==> config.mk <==
export PLATFORM = sky130hd
export DESIGN_NAME = cache_fill_fsm
export DESIGN_NICKNAME = d
export VERILOG_FILES = /design/src/rtl/cache_fill_fsm.sv
export SDC_FILE = /design/constraint.sdc
export NUM_CORES = 1
export LEC_CHECK = 0
export ABC_AREA = 1
export CAP_MARGIN = 20
export CORE_UTILIZATION = 38
export DETAILED_ROUTE_END_ITERATION = 6
export PLACE_DENSITY = 0.72
export RECOVER_POWER = 100
export SYNTH_ARGS = -nofsm -noshare
export SYNTH_HDL_FRONTEND = slang
export SYNTH_SLANG_ARGS = --single-unit
==> constraint.sdc <==
create_clock -name clk -period 1.3 [get_ports clk]
set_input_delay 0.13 -clock clk [delete_from_list [all_inputs] [get_ports clk]]
set_output_delay 0.13 -clock clk [all_outputs]
set_load 0.01 [all_outputs]
==> src/rtl/cache_fill_fsm.sv <==
// ============================================================================
// Module      : cache_fill_fsm
// Description : Cache miss fill controller. It fetches one block as pipelined
//               word reads, writes each returned word, then writes the tag.
//               Optional macro CACHE_FILL_CRITICAL_WORD_EN: requests the missed
//               word first, then the rest of the block with wrap-around.
// Revision    : 1.0 - initial release
// ============================================================================
`default_nettype none

module cache_fill_fsm #(
  parameter int WORDS      = 8,
  parameter int ADDR_WIDTH = 16
) (
  input  logic                     clk,
  input  logic                     rst,
  input  logic                     miss_detected,
  input  logic [ADDR_WIDTH-1:0]    miss_address,
  input  logic                     memory_data_valid,
  output logic                     fsm_busy,
  output logic                     mem_read_en,
  output logic [ADDR_WIDTH-1:0]    memory_address,
  output logic                     write_data_array,
  output logic [$clog2(WORDS)-1:0] fill_word,
  output logic                     write_tag_array
);

  localparam int c_IDX_W = $clog2(WORDS);
  localparam int c_CNT_W = c_IDX_W + 1;
  localparam int c_OFF_W = c_IDX_W + 1;
  localparam int c_HI_W  = ADDR_WIDTH - c_OFF_W;

  typedef enum logic [1:0] {
    S_IDLE = 2'd0,
    S_FILL = 2'd1,
    S_TAG  = 2'd2
  } state_t;

  state_t               r_state;
  logic [c_HI_W-1:0]    r_base_hi;
  logic [c_CNT_W-1:0]   r_issue_cnt;
  logic [c_CNT_W-1:0]   r_rcv_cnt;
  logic [c_IDX_W-1:0]   w_start;
  logic [c_IDX_W-1:0]   w_issue_off;
  logic [c_IDX_W-1:0]   w_rcv_off;
  logic                 w_rd;
  logic                 w_wr;
  logic                 w_unused_addr_bits;

`ifdef CACHE_FILL_CRITICAL_WORD_EN
  logic [c_IDX_W-1:0]   r_start;
  assign w_start = r_start;
`else
  assign w_start = '0;
`endif

  always_ff @(posedge clk or posedge rst) begin
    if (rst) begin
      r_state     <= S_IDLE;
      r_base_hi   <= '0;
      r_issue_cnt <= '0;
      r_rcv_cnt   <= '0;
`ifdef CACHE_FILL_CRITICAL_WORD_EN
      r_start     <= '0;
`endif
    end else begin
      case (r_state)
        S_IDLE: begin
          if (miss_detected) begin
            r_base_hi   <= miss_address[ADDR_WIDTH-1:c_OFF_W];
            r_issue_cnt <= '0;
            r_rcv_cnt   <= '0;
`ifdef CACHE_FILL_CRITICAL_WORD_EN
            r_start     <= miss_address[c_OFF_W-1:1];
`endif
            r_state     <= S_FILL;
          end
        end
        S_FILL: begin
          // WORDS is a power of two, so the counter MSB marks "all issued".
          if (!r_issue_cnt[c_IDX_W]) begin
            r_issue_cnt <= r_issue_cnt + 1'b1;
          end
          if (memory_data_valid) begin
            r_rcv_cnt <= r_rcv_cnt + 1'b1;
            if (r_rcv_cnt == c_CNT_W'(WORDS - 1)) begin
              r_state <= S_TAG;
            end
          end
        end
        S_TAG: begin
          r_state <= S_IDLE;
        end
        default: begin
          r_state <= S_IDLE;
        end
      endcase
    end
  end

  // Offsets are c_IDX_W bits wide, so the sum wraps within the block.
  assign w_issue_off = w_start + r_issue_cnt[c_IDX_W-1:0];
  assign w_rcv_off   = w_start + r_rcv_cnt[c_IDX_W-1:0];
  assign w_rd        = (r_state == S_FILL) && !r_issue_cnt[c_IDX_W];
  assign w_wr        = (r_state == S_FILL) && memory_data_valid;

  assign fsm_busy         = (r_state == S_FILL) || (r_state == S_TAG);
  assign mem_read_en      = w_rd;
  assign memory_address   = w_rd ? {r_base_hi, w_issue_off, 1'b0} : '0;
  assign write_data_array = w_wr;
  assign fill_word        = w_wr ? w_rcv_off : '0;
  assign write_tag_array  = (r_state == S_TAG);

  assign w_unused_addr_bits = ^miss_address[c_OFF_W-1:0];

endmodule

`default_nettype wire

==> impl_metrics.env <==
export IMPL_cts_root_buf="clkbuf_4"
export IMPL_synthTopCellsByCount="32 x nor2_1, 27 x inv_1, 22 x dfrtp_1, 19 x nand2_1"
export IMPL_drt_wl_total_mm=4.28
export IMPL_hold_path_class="input pin to async pin"
export IMPL_ys_warn_count=0
export IMPL_syn_inst=153
export IMPL_rsz0062_at_grt="true"
export IMPL_synth_fa_ha_area_share_pct=7.28
export IMPL_clk_latency_ns=0.30
export IMPL_layout_drive_gt1_share_pct=57.0
export IMPL_critPathLaunchType="register"
export IMPL_powerDensity_mw_per_mm2=2290
export IMPL_detailedPlacementHpwl_mm=2.14
export IMPL_die_w_um=58.3
export IMPL_synth_mux_area_fraction_pct=0
export IMPL_p_int_mw=3.17
export IMPL_whs_ns=0.385
export IMPL_track_usage_pct=24.0
export IMPL_p_comb_share_pct=75.8
export IMPL_relSlewSlack_pct=62.7
export IMPL_synth_xor_area_share_pct=1.46
export IMPL_routedWlPerCell_um=16.0
export IMPL_pre_cts_slack_ns=-0.511
export IMPL_syn_to_final_growth_pct=104
export IMPL_grt_pass1_vias=1312
export IMPL_period_share_pct=134
export IMPL_fin_area_mm2=0.00246
export IMPL_total_power_mw=5.64
export IMPL_yosysSeqAreaShare_pct=45.7
export IMPL_synth_top_area_cell="dfrtp_1"
export IMPL_synthArstFlopShare_pct=100
export IMPL_syn_nets=180
export IMPL_synthTopCellsByArea="dfrtp_1 46%, nor2_1 10%, inv_1 8.4%"
export IMPL_fin_ws_ns=-0.437
export IMPL_ctsHtreeMaxLevel=1
export IMPL_place_area_mm2=0.00182
export IMPL_switching_share_pct=43.7
export IMPL_clock_skew_ns=0.00815
export IMPL_fin_setup_tns_ns=-12.28
export IMPL_grt_pass1_wl_mm=6.00
export IMPL_instances_no_fill=267
export IMPL_min_period_ns=1.74
export IMPL_seqPwrFrac_pct=18.8
export IMPL_p_clk_share_pct=5.4
export IMPL_fin_nets=252
export IMPL_synth_edf_count=0
export IMPL_routabilityCongestion=0.807
export IMPL_ys_ff_latch=22
export IMPL_cts_tree="done"
export IMPL_final_core_util_pct=81.2
export IMPL_start_util_pct=39.8
export IMPL_cpMaxStageDelayCell="dfrtp_1"
export IMPL_cts_buffers=3
export IMPL_grt_overflow=0
export IMPL_clockBufferDepth=2
export IMPL_status="complete, but fails checks"
export IMPL_cts_sinks=22
export IMPL_drcViolationCount=0
export IMPL_synth_compound_area_share_pct=8.52
export IMPL_yosysUniqueCellTypes=20
export IMPL_syn_area_per_cell_um2=7.87
export IMPL_grt_start_max_net_pins=23
export IMPL_rows=20
export IMPL_dp_cells=246
export IMPL_drtIter0Drc=16
export IMPL_drv_slew=0
export IMPL_antenna_cells=0
export IMPL_synthFlopType="dfrtp_1"
export IMPL_cpMostUsedCell="nor2_4"
export IMPL_dieArea_mm2=0.00340
export IMPL_synth_top_family_by_area="simple AND/OR/NAND/NOR gates"
export IMPL_clock_fmax_ghz=0.576
export IMPL_vias_per_cell=4.87
export IMPL_die_h_um=58.3
export IMPL_synth_area_mm2=0.00120
export IMPL_p_sw_mw=2.46
export IMPL_crit_path_max_fanout=5
export IMPL_num_io_pins=43
export IMPL_num_vias=1299
export IMPL_clkTransAtPathRegs_ns=0.12
export IMPL_max_cap_violations=0
export IMPL_synth_most_common_cell="nor2_1"
export IMPL_violations="negative setup slack"
export IMPL_yosys_area_top_type_share_pct=45.7
export IMPL_dr_pass1_iters=4
export IMPL_cp_arrival_ns=1.61
export IMPL_ir_worst_vdd_mv=1.50
export IMPL_cpPeakStageDelay_ns=0.43
export IMPL_power_leakage_nw=1.13
export IMPL_setup_worst_path_end_class="output pin"
export IMPL_synth_simple_area_share_pct=23.9
export IMPL_required_ns=1.17
export IMPL_hold_violations=0
export IMPL_core_area_mm2=0.00303
export IMPL_path_cells="inv_2 -> ha_4 -> inv_6 -> nor2_4 -> inv_4 -> buf_12 -> nor2_4 -> buf_6"
export IMPL_drtAntennaViolNets=0
export IMPL_antenna_found_initial=0
export IMPL_io_buffers=37
export IMPL_setup_worst_path_class="register to output pin"
export IMPL_tightestPinTransition_ns=0.559
export IMPL_setup_viol=44
## timing repair
action | in CTS | in global routing
hold buffers | 0 | 0
gates resized for setup | 156 | 62
setup endpoints to repair | 44 | 44
pin swaps | 9 | 16
gates cloned | 4 | 0
setup buffers | 14 | 10
## critical path, delay by kind of cell (launching register included)
family,cells,cell delay [ns]
buffers and inverters,5,0.46
flip-flops,1,0.43
AND/OR/NAND/NOR,2,0.25
adder cells (fa/ha/maj),1,0.16
## final timing paths
kind,from,cells past startpoint,end,slack [ns]
worst min register to register,r_rcv_cnt[3],2,r_rcv_cnt[3],0.56
worst min-delay path,rst,3,r_base_hi[1],0.38
min in group clk,miss_address[10],3,r_base_hi[6],0.45
max in group asynchronous,rst,3,r_base_hi[7],0.54
worst max-delay path,r_state[1],8,memory_address[10],-0.44
worst max register to register,r_state[0],10,r_rcv_cnt[2],-0.36
## routing by layer
layer	track usage, %	share of wire (%)	vias up
li1	-	-	610
met3	4.02	4.1	14
met5	0	0	-
met2	46.5	59	50
met4	11.6	3.6	0
met1	24.6	33	625
## flip-flops by register name, summed over array words and instances, names as in the netlist
register / flops
r_state: 2
r_issue_cnt: 4
r_rcv_cnt: 4
r_base_hi: 12
## power groups by stage
stage	Clock (mW)	Sequential, mW	Combinational (mW)
6_report	0.304	1.06	4.27
2_1_floorplan	0	1.05	1.44
5_1_grt	0.346	1.07	4.51
3_5_place_dp	0	1.05	2.47
3_3_place_gp	0	1.04	2.37
4_1_cts	0.312	1.04	3.77
## final cells by class
class	instances	area (um^2)
clock buffers	3	22.5
inverters	29	126
well taps	44	55.1
multi-input cells	97	903
flip-flops and latches	22	551
repair buffers	72	800
fillers	180	571
## cell families (layout without fill, tap and decap cells)
kind of cell / Yosys count / after routing
other cells: 1 / 1
xor+xnor: 2 / 2
flops: 22 / 22
buf+inv: 34 / 104
compound gates: 19 / 19
simple gates: 68 / 68
fa+ha+maj: 7 / 7
## cells in the final DEF, fill, tap and decap left out, types with 2 or more instances in the layout
master           count
o21ai_2              3
ha_1                 4
buf_12               5
a21oi_2              7
buf_4               16
nand3_1              8
nand4_1              2
clkbuf_2             2
buf_16               2
nor2_4              31
clkdlybuf4s50_1     14
nand2_2              4
nand2_4              4
dfrtp_1             22
nand2_1             11
a21oi_1              5
nand3_2              3
o21ai_1              3
nand2_8              2
inv_1               23
inv_4                3
nor2_2               2
xor2_1               2
clkbuf_4             3
buf_6               31
inv_6                2
ha_4                 3
(Power assumes the default switching activity.)
